[config.mk]
export PLATFORM = sky130hd
export DESIGN_NAME = stream_demux_n
export DESIGN_NICKNAME = d
export VERILOG_FILES = /design/src/rtl/stream_demux_n.sv
export SDC_FILE = /design/constraint.sdc
export NUM_CORES = 1
export LEC_CHECK = 0
export ABC_AREA = 1
export BUFFER_PORTS_ARGS = -buffer_cell sky130_fd_sc_hd__buf_2
export CAP_MARGIN = 30
export CORE_MARGIN = 2
export CORE_UTILIZATION = 45
export DETAILED_ROUTE_END_ITERATION = 16
export GPL_TIMING_DRIVEN = 0
export MAX_ROUTING_LAYER = met4
export PLACE_DENSITY = 0.75
export SYNTH_ARGS = -nofsm -noshare
export SYNTH_HDL_FRONTEND = slang
export SYNTH_SLANG_ARGS = --single-unit
[constraint.sdc]
create_clock -name clk -period 1.3 [get_ports clk]
set_input_delay 0.325 -clock clk [delete_from_list [all_inputs] [get_ports clk]]
set_output_delay 0.325 -clock clk [all_outputs]
set_load 0.005 [all_outputs]
[src/rtl/stream_demux_n.sv]
// N-way valid/ready demultiplexer: each input beat is steered by in_sel into a
// one-entry per-channel output slot; out-of-range selects are dropped and counted.
module stream_demux_n #(
  parameter int DATA_W = 32,
  parameter int NUM_CH = 4,
  parameter int CNT_W  = 8,
  localparam int SEL_W = (NUM_CH > 1) ? $clog2(NUM_CH) : 1
) (
  input  logic                     clk,
  input  logic                     rst_n,
  input  logic [DATA_W-1:0]        in_data,
  input  logic [SEL_W-1:0]         in_sel,
  input  logic                     in_valid,
  output logic                     in_ready,
  output logic [NUM_CH*DATA_W-1:0] out_data,
  output logic [NUM_CH-1:0]        out_valid,
  input  logic [NUM_CH-1:0]        out_ready,
  output logic                     sel_err,
  output logic [CNT_W-1:0]         drop_cnt
);

  localparam int unsigned NUM_CH_U = NUM_CH;

  logic [NUM_CH-1:0] slot_v_q, slot_v_d;
  logic [DATA_W-1:0] slot_d_q [NUM_CH];
  logic [DATA_W-1:0] slot_d_d [NUM_CH];
  logic              sel_err_q, sel_err_d;
  logic [CNT_W-1:0]  drop_cnt_q, drop_cnt_d;

  logic              sel_ok;
  logic [NUM_CH-1:0] sel_hit;
  logic              accept;

  always_comb begin
    sel_ok  = 32'(in_sel) < NUM_CH_U;
    sel_hit = '0;
    for (int unsigned k = 0; k < NUM_CH_U; k++) begin
      sel_hit[k] = sel_ok && (in_sel == SEL_W'(k));
    end
    // Dropped beats are always accepted; steered beats need room or a draining slot.
    in_ready = !sel_ok || (|(sel_hit & (~slot_v_q | out_ready)));
    accept   = in_valid && in_ready;

    slot_v_d = slot_v_q & ~out_ready;
    slot_d_d = slot_d_q;
    for (int unsigned k = 0; k < NUM_CH_U; k++) begin
      if (accept && sel_hit[k]) begin
        slot_v_d[k] = 1'b1;
        slot_d_d[k] = in_data;
      end
    end

    sel_err_d  = accept && !sel_ok;
    drop_cnt_d = drop_cnt_q;
    if (sel_err_d && (drop_cnt_q != '1)) begin
      drop_cnt_d = drop_cnt_q + CNT_W'(1);
    end
  end

  always_ff @(posedge clk or negedge rst_n) begin
    if (!rst_n) begin
      slot_v_q   <= '0;
      sel_err_q  <= 1'b0;
      drop_cnt_q <= '0;
      for (int unsigned k = 0; k < NUM_CH_U; k++) begin
        slot_d_q[k] <= '0;
      end
    end else begin
      slot_v_q   <= slot_v_d;
      slot_d_q   <= slot_d_d;
      sel_err_q  <= sel_err_d;
      drop_cnt_q <= drop_cnt_d;
    end
  end

  // Slot data is not cleared on drain, so idle channels are masked to zero here.
  always_comb begin
    out_data = '0;
    for (int unsigned k = 0; k < NUM_CH_U; k++) begin
      out_data[k*DATA_W +: DATA_W] = slot_v_q[k] ? slot_d_q[k] : '0;
    end
  end

  assign out_valid = slot_v_q;
  assign sel_err   = sel_err_q;
  assign drop_cnt  = drop_cnt_q;

endmodule

# Word level (Yosys, flattened, before mapping)
# Cells that the tools add are included.
# Widths: inputs -> output; s select.
word_totals:
  regBits: 132
  output_inout_bits: 142
  inputBits: 41
op_classes:
  mux: 8
  n_bitwise: 5
  eq_ne: 3
  n_reduce_logical: 7
ops:
  columns: ["cell", "n"]
  rows:
  - ["$mux 32", 4]
  - ["$and 4x4->4", 2]
  - ["$not 4->4", 2]
  - ["$logic_and 1x1->1", 5]
  - ["$eq 2x2->1 const B", 2]
  - ["$mux 1", 4]
  - ["$or 4x4->4", 1]
  - ["$reduce_or 4->1", 1]
  - ["$eq 2x1->1 const B", 1]
  - ["$logic_not 2->1", 1]

# Longest topological paths before layout
# Gate-level depths: netlist of run 1.
logic_depth:
  word_depth: 7
  mapped_depth: 10
  mapped_depth_nobuf: 9

# Worst setup path after synthesis of run 1
# OpenSTA, ideal clock, no wires.
synth_path:
  path_kind: "in2reg"
  from: "input in_valid"
  to: "register slot_d_q[100] (netlist name)"
  stages: 5
  t_arrival_ns: 1.336
  setup_slack_ns: -0.103
  setup_time_ns: 0.066
  n_path_buf: 3
  t_required_ns: 1.234
  path_cell_list: "clkbuf_1 -> clkbuf_1 -> clkbuf_1 -> nand4_1 -> nand2_1"
synth_between:
  elab_chain_cells: 2
synth_rtl:
  columns: ["item", "line_no", "source"]
  rows:
  - ["from (decl)", "13", "input logic in_valid,"]
  - ["$logic_and 1x1->1", "42", "accept = in_valid && in_ready;"]
  - ["$logic_and 1x1->1", "47", "if (accept && sel_hit[k]) begin"]
  - ["to (signal assigned)", "70", "slot_d_q <= slot_d_d;"]
  - ["to (decl)", "25", "logic [DATA_W-1:0] slot_d_q [NUM_CH];"]
# No other way between the ends.
# A chain may end at the register's enable or synchronous reset.

# Worst setup path in the final report of run 1
layout_path:
  from: "register slot_v_q[0] (netlist: out_valid[0])"
  to: "output in_ready"
layout_between:
  elab_chain_cells: 4
layout_rtl:
  columns: ["item", "line_no", "source"]
  rows:
  - ["from (decl)", "24", "logic [NUM_CH-1:0] slot_v_q, slot_v_d;"]
  - ["from (signal assigned)", "69", "slot_v_q <= slot_v_d;"]
  - ["$not 4->4", "41", "in_ready = !sel_ok || (|(sel_hit & (~slot_v_q | out_ready)));"]
  - ["$or 4x4->4", "41", null]
  - ["$and 4x4->4", "41", null]
  - ["$reduce_or 4->1", "41", null]
  - ["to (decl)", "14", "output logic in_ready,"]
# No other way between the ends.

==> impl_metrics.tcl, run 1 <==
set metrics [dict create \
    drive_gt1_frac 0.350 \
    timing.final.crit_share 1.40 \
    fillers 1247 \
    whs_ns 0.187 \
    worst-r2r-cell-count 11 \
    cts_buffers 17 \
    gp_congestion 0.870 \
    final_hold_viol_count 0 \
    post_drt_wl_per_cell_um 16.5 \
    slowest_delay_ns 0.38 \
    netlist_instances 883 \
    vias 6797 \
    cp_cell_sequence "buf_8 > nand2_4 > nand2_2 > nand2_2 > inv_4 > nand2_8 > buf_6 > buf_6" \
    synthesis.area_sq_um 6630 \
    clock_skew_ns 0.00858 \
    synth_top_family_by_area "simple AND/OR/NAND/NOR gates" \
    cp-end-kind "primary output" \
    synthDistinctLibCells 15 \
    min_period_ns 1.82 \
    dieArea_sq_um 15700 \
    holdPathStages 4 \
    p_leak_nw 6.12 \
    design_area_sq_um 9270 \
    cp-start-kind "flip-flop" \
    cts_sinks 132 \
    dr.pass1.iters 7 \
    ant_nets 0 \
    root_buffer "clkbuf_16" \
    antenna_found_initial 0 \
    grt_overflow 0 \
    clock.fmax_mhz 551 \
    viasPerCell 5.24 \
    maxCapViolations 0 \
    multi_input_area_sq_um 2740 \
    die-width_um 125 \
    finalSetupViolCount 262 \
    syn_to_final_growth_pct 39.8 \
    critPathMaxFanout 6 \
    critical_path.startpoint "out_valid[0]" \
    clkTransAtPathRegs_ns 0.06 \
    r2r-start "out_valid[0]" \
    rsz0062_at_grt "true" \
    drt_iter0_markers 651 \
    grt.total_usage 0.278 \
    start_util 0.458 \
    synth_compound_area_frac 0 \
    vdd_drop_max_v 0.000678 \
    ios 183 \
    synth_top_area_frac 0.498 \
    routed_wl_um 21400 \
    insertion_delay_ns 0.43 \
    placedInstanceArea_sq_um 7920 \
    fp-row-count 44 \
    worstPathRequired_ns 0.98 \
    maxSlewViolCount 0 \
    yosys.area_share.adder 0 \
    syn_avg_cell_area_sq_um 7.51 \
    final_nets 1141 \
    min_from "out_ready[2]" \
    clockBufferDepth 2 \
    ys_top_cells_by_area "dfrtp_1 50%, nand2_1 23%, nand4_1 12%" \
    layout_setup_ws_ns -0.516 \
    core_area_sq_um 14500 \
    ys_ff_latch 132 \
    post-dp-hpwl_um 14300 \
    synthXorXnorAreaFrac 0 \
    crit_path_top_delay_cell "dfrtp_1" \
    fin_util 0.640 \
    htree_num_levels 4 \
    slew_headroom 0.615 \
    violations "negative setup slack" \
    synth.yosys.warnings 0 \
    tightestPinTransition_ns 0.577 \
    power_density_nw_per_um2 1430 \
    grt_max_degree 99 \
    cts_tree "built" \
    seq_area_sq_um 3300 \
    grt_pass1_wl_um 33300 \
    yosysSeqAreaShare 0.498 \
    yosysTopAreaCell "dfrtp_1" \
    synthMuxAreaShare 0 \
    hold_path_class "in -> reg" \
    post-route-drc-count 0 \
    grt_pass1_vias 6403 \
    outcome "complete, but fails checks" \
    worst_ep_arrival_time_ns 1.49 \
    critical_path_class "reg -> out" \
    die_h_um 125 \
    io_buffers 172 \
    diodes 0 \
    synth-simple-area-share 0.359 \
]
cell families (layout without fill, tap and decap cells):
group | Yosys count | count (layout)
buffers and inverters | 215 | 437
other | 1 | 9
flip-flops | 132 | 132
AND/OR/NAND/NOR | 535 | 535
Yosys cell counts:
| cell type | number |
|---|---|
| nor2_2 | 1 |
| clkbuf_1 | 39 |
| nand4_1 | 128 |
| inv_2 | 5 |
| nand3_2 | 4 |
| nand2_1 | 399 |
| buf_2 | 13 |
| buf_4 | 11 |
| buf_6 | 11 |
| conb_1 | 1 |
| dfrtp_1 | 132 |
| nor2_4 | 2 |
| buf_1 | 4 |
| inv_1 | 132 |
| nand2_4 | 1 |
stage by stage:
stage / TNS (ns) / cells / worst slack (ns) / power, mW
after floorplan: -4.38 / 891 / -0.0405 / 6.76
after global placement: -315.79 / 1247 / -1.88 / 7.58
after detailed placement: -74.58 / 1248 / -0.416 / 7.67
after CTS: -96.76 / 1292 / -0.529 / 13.0
after global routing: -111.86 / 1297 / -0.576 / 13.8
final: -95.72 / 1297 / -0.516 / 13.2
placed cells by master (no fill, tap or decap), types with 14 or more instances in the layout:
| cell | Yosys | routed |
|---|---|---|
| clkbuf_1 | 39 | 14 |
| nand2_4 | 1 | 28 |
| buf_4 | 11 | 27 |
| nand2_1 | 399 | 341 |
| nand2_2 | 0 | 30 |
| inv_2 | 5 | 37 |
| clkbuf_16 | 0 | 21 |
| buf_2 | 13 | 166 |
| buf_6 | 11 | 31 |
| dfrtp_1 | 132 | 132 |
| nand4_1 | 128 | 128 |
| inv_1 | 132 | 99 |
what timing repair did:
| action | CTS | global route |
|---|---|---|
| gates resized for setup | 97 | 95 |
| endpoints found under the setup margin | 261 | 263 |
| hold buffers | 1 | 0 |
| endpoints found under the hold margin | 34 | 0 |
| buffers inserted | 9 | 4 |
| cloned | 3 | 2 |
| pin swaps | 3 | 0 |
final timing paths:
check	to	slack (ns)
max in group asynchronous	slot_d_q[16]	0.16
worst min register to register	slot_d_q[121]	0.47
min in group asynchronous	slot_d_q[102]	0.36
worst max-delay path	in_ready	-0.52
worst max register to register	slot_d_q[46]	-0.39
worst min-delay path	out_valid[2]	0.19
where the power goes:
part           switching, mW  internal [mW]
logic                   1.48           1.07
clock network           1.77           3.31
registers              0.616           4.97
critical path: cells and delay by family, from the launching register on:
family / cells / cell delay, ns
buffers and inverters: 4 / 0.44
DFF: 1 / 0.38
and+or+nand+nor: 4 / 0.23
area by class of cell:
type,count,area share
multi-input combinational,544,0.296
inverter,137,0.0557
sequential,132,0.356
clock buffer,24,0.0552
buffer,77,0.0741
tap,184,0.0248
clock inverter,8,0.0130
timing repair buffer,191,0.125
per-layer routing:
layer,share of wire,vias to the layer above,GRT usage
met5,0,-,-
met1,0.41,3182,0.365
li1,-,3169,-
met2,0.47,373,0.417
met4,0.035,0,0.125
met3,0.088,73,0.0603
sequential cells by signal, indices dropped and copies added (netlist names):
signal	cells
out_valid	4
slot_d_q	128
Note: power is estimated with default switching activity, not from simulation.
==> run 2, diff against run 1 <==
Settings changed: TNS_END_PERCENT set to 20.
==> run 2 against run 1 <==
Register-to-register slack gained 0.02 ns. Flip-flop and latch count is the same. Core utilization shrank 2.4 points. Clock power is essentially flat. Clock-buffer cell count shrank 1. Sequential power shrank 2%. Global-route usage shrank 0.72 points. The flow still finishes with violations (negative setup slack). Design area shrank 3.8%. Critical path type unchanged. Worst setup slack gained 0.020 ns. Die area is the same. Combinational power shrank 7%.
==> impl_metrics.tcl, run 2 (synthesized netlist as in run 1, its figures left out) <==
set metrics [dict create \
    outcome "complete, but fails checks" \
    violations "negative setup slack" \
    clkTransAtPathRegs_ns 0.06 \
    core_area_sq_um 14500 \
    final_cell_mix "362 x nand2_1, 173 x buf_2, 132 x dfrtp_1" \
    start_util 0.458 \
    cts_buffers 17 \
    slew_headroom 0.648 \
    insertion_delay_ns 0.43 \
    ant_nets 0 \
    maxCapViolations 0 \
    clock.fmax_mhz 557 \
    htree_num_levels 4 \
    largest_register_ffs 128 \
    viasPerCell 5.19 \
    syn_to_final_growth_pct 34.5 \
    tightestPinTransition_ns 0.528 \
    fin_cells 1291 \
    layout_setup_ws_ns -0.497 \
    mostFrequentLayoutCell "nand2_1" \
    largest-register "slot_d_q" \
    grt_pass1_vias 6279 \
    hold_path_class "in -> reg" \
    cp-end-kind "primary output" \
    drive_gt1_frac 0.303 \
    grt.total_usage 0.271 \
    worstPathRequired_ns 0.98 \
    fp-row-count 44 \
    diodes 0 \
    routed_wl_um 20900 \
    antenna_found_initial 0 \
    drt_iter0_markers 615 \
    power_mw 12.9 \
    p_leak_nw 5.86 \
    fin_util 0.616 \
    io_buffers 172 \
    timing.final.crit_share 1.38 \
    power_density_nw_per_um2 1450 \
    critPathMaxFanout 5 \
    vias 6705 \
    min_period_ns 1.80 \
    grt_max_degree 73 \
    slowest_delay_ns 0.37 \
    worst_ep_arrival_time_ns 1.47 \
    die-width_um 125 \
    final_hold_viol_count 0 \
    dp_cells 1248 \
    post-dp-hpwl_um 14600 \
    clock_skew_ns 0.00436 \
    crit_path_top_delay_cell "dfrtp_1" \
    post_drt_wl_per_cell_um 16.2 \
    cp_cell_sequence "buf_8 > nand2_2 > nand2_1 > nand2_2 > inv_2 > nand2_8 > buf_6 > buf_6" \
    setup_tns_ns -91.61 \
    critical_path_class "reg -> out" \
    finalSetupViolCount 262 \
    rsz0062_at_grt "true" \
    cts_sinks 132 \
    critical_path_buf_inv_count 4 \
    dieArea_sq_um 15700 \
    cp-start-kind "flip-flop" \
    path_delay_family "buffers and inverters" \
    clockBufferDepth 2 \
    cts_tree "built" \
    gp_congestion 0.907 \
    post-route-drc-count 0 \
    maxSlewViolCount 0 \
    final_nets 1135 \
    dr.pass1.iters 5 \
    vdd_drop_max_v 0.000968 \
    root_buffer "clkbuf_16" \
    grt_pass1_wl_um 32400 \
    grt_overflow 0 \
    die_h_um 125 \
    ios 183 \
]
-- run 2: what timing repair did --
| action | CTS | global route |
|---|---|---|
| setup buffers | 6 | 3 |
| hold endpoints to repair | 60 | 0 |
| hold buffers | 1 | 0 |
| gates resized for setup | 54 | 54 |
| setup endpoints to repair | 261 | 334 |
| pin swaps | 2 | 4 |
| gates cloned | 0 | 1 |
-- run 2: path summary, 6_finish.rpt --
check                        startpoint      endpoint  slack (ns)  depth (start not counted)
min in group asynchronous         rst_n  slot_d_q[56]        0.42                          2
max reg2reg                out_valid[1]  slot_d_q[56]       -0.37                         11
max                        out_valid[1]      in_ready       -0.50                          8
min                        out_ready[0]  out_valid[0]        0.18                          4
min reg2reg                slot_d_q[28]  slot_d_q[28]        0.47                          2
max in group asynchronous         rst_n   slot_d_q[9]        0.16                          3
-- run 2: worst min-delay path, cell delays in order --
cell and delay, ns:
buf_2 0.08, inv_1 0.05, nand2_4 0.07, nand2_1 0.04
-- run 2: routing by layer --
layer	vias to the layer above	global-route usage	wire length, um
met3	55	0.0548	1630
met2	335	0.410	9810
met1	3168	0.351	8740
met5	-	-	0
li1	3147	-	-
met4	0	0.131	694
-- run 2: layout make-up --
type	count	area, sq um
Fill cell	1295	5560
Sequential cell	132	3300
Multi-Input combinational cell	544	2570
Timing Repair Buffer	184	1030
Buffer	78	661
Inverter	137	514
Clock buffer	23	458
Tap cell	184	230
Clock inverter	9	153
-- run 2: report_power, final --
group          switching [mW]  internal, mW
clock network            1.80          3.25
logic                    1.43         0.963
registers               0.525          4.97
total                    3.75          9.18
-- run 2: metrics by stage --
step	hold slack, ns	area (sq um)	setup WS [ns]
finish	0.178	8920	-0.497
CTS	0.151	8740	-0.520
detailed placement	0.348	7920	-0.441
global route	0.196	8920	-0.550
global placement	0.453	7890	-1.92
floorplan	0.0294	6800	-0.0405
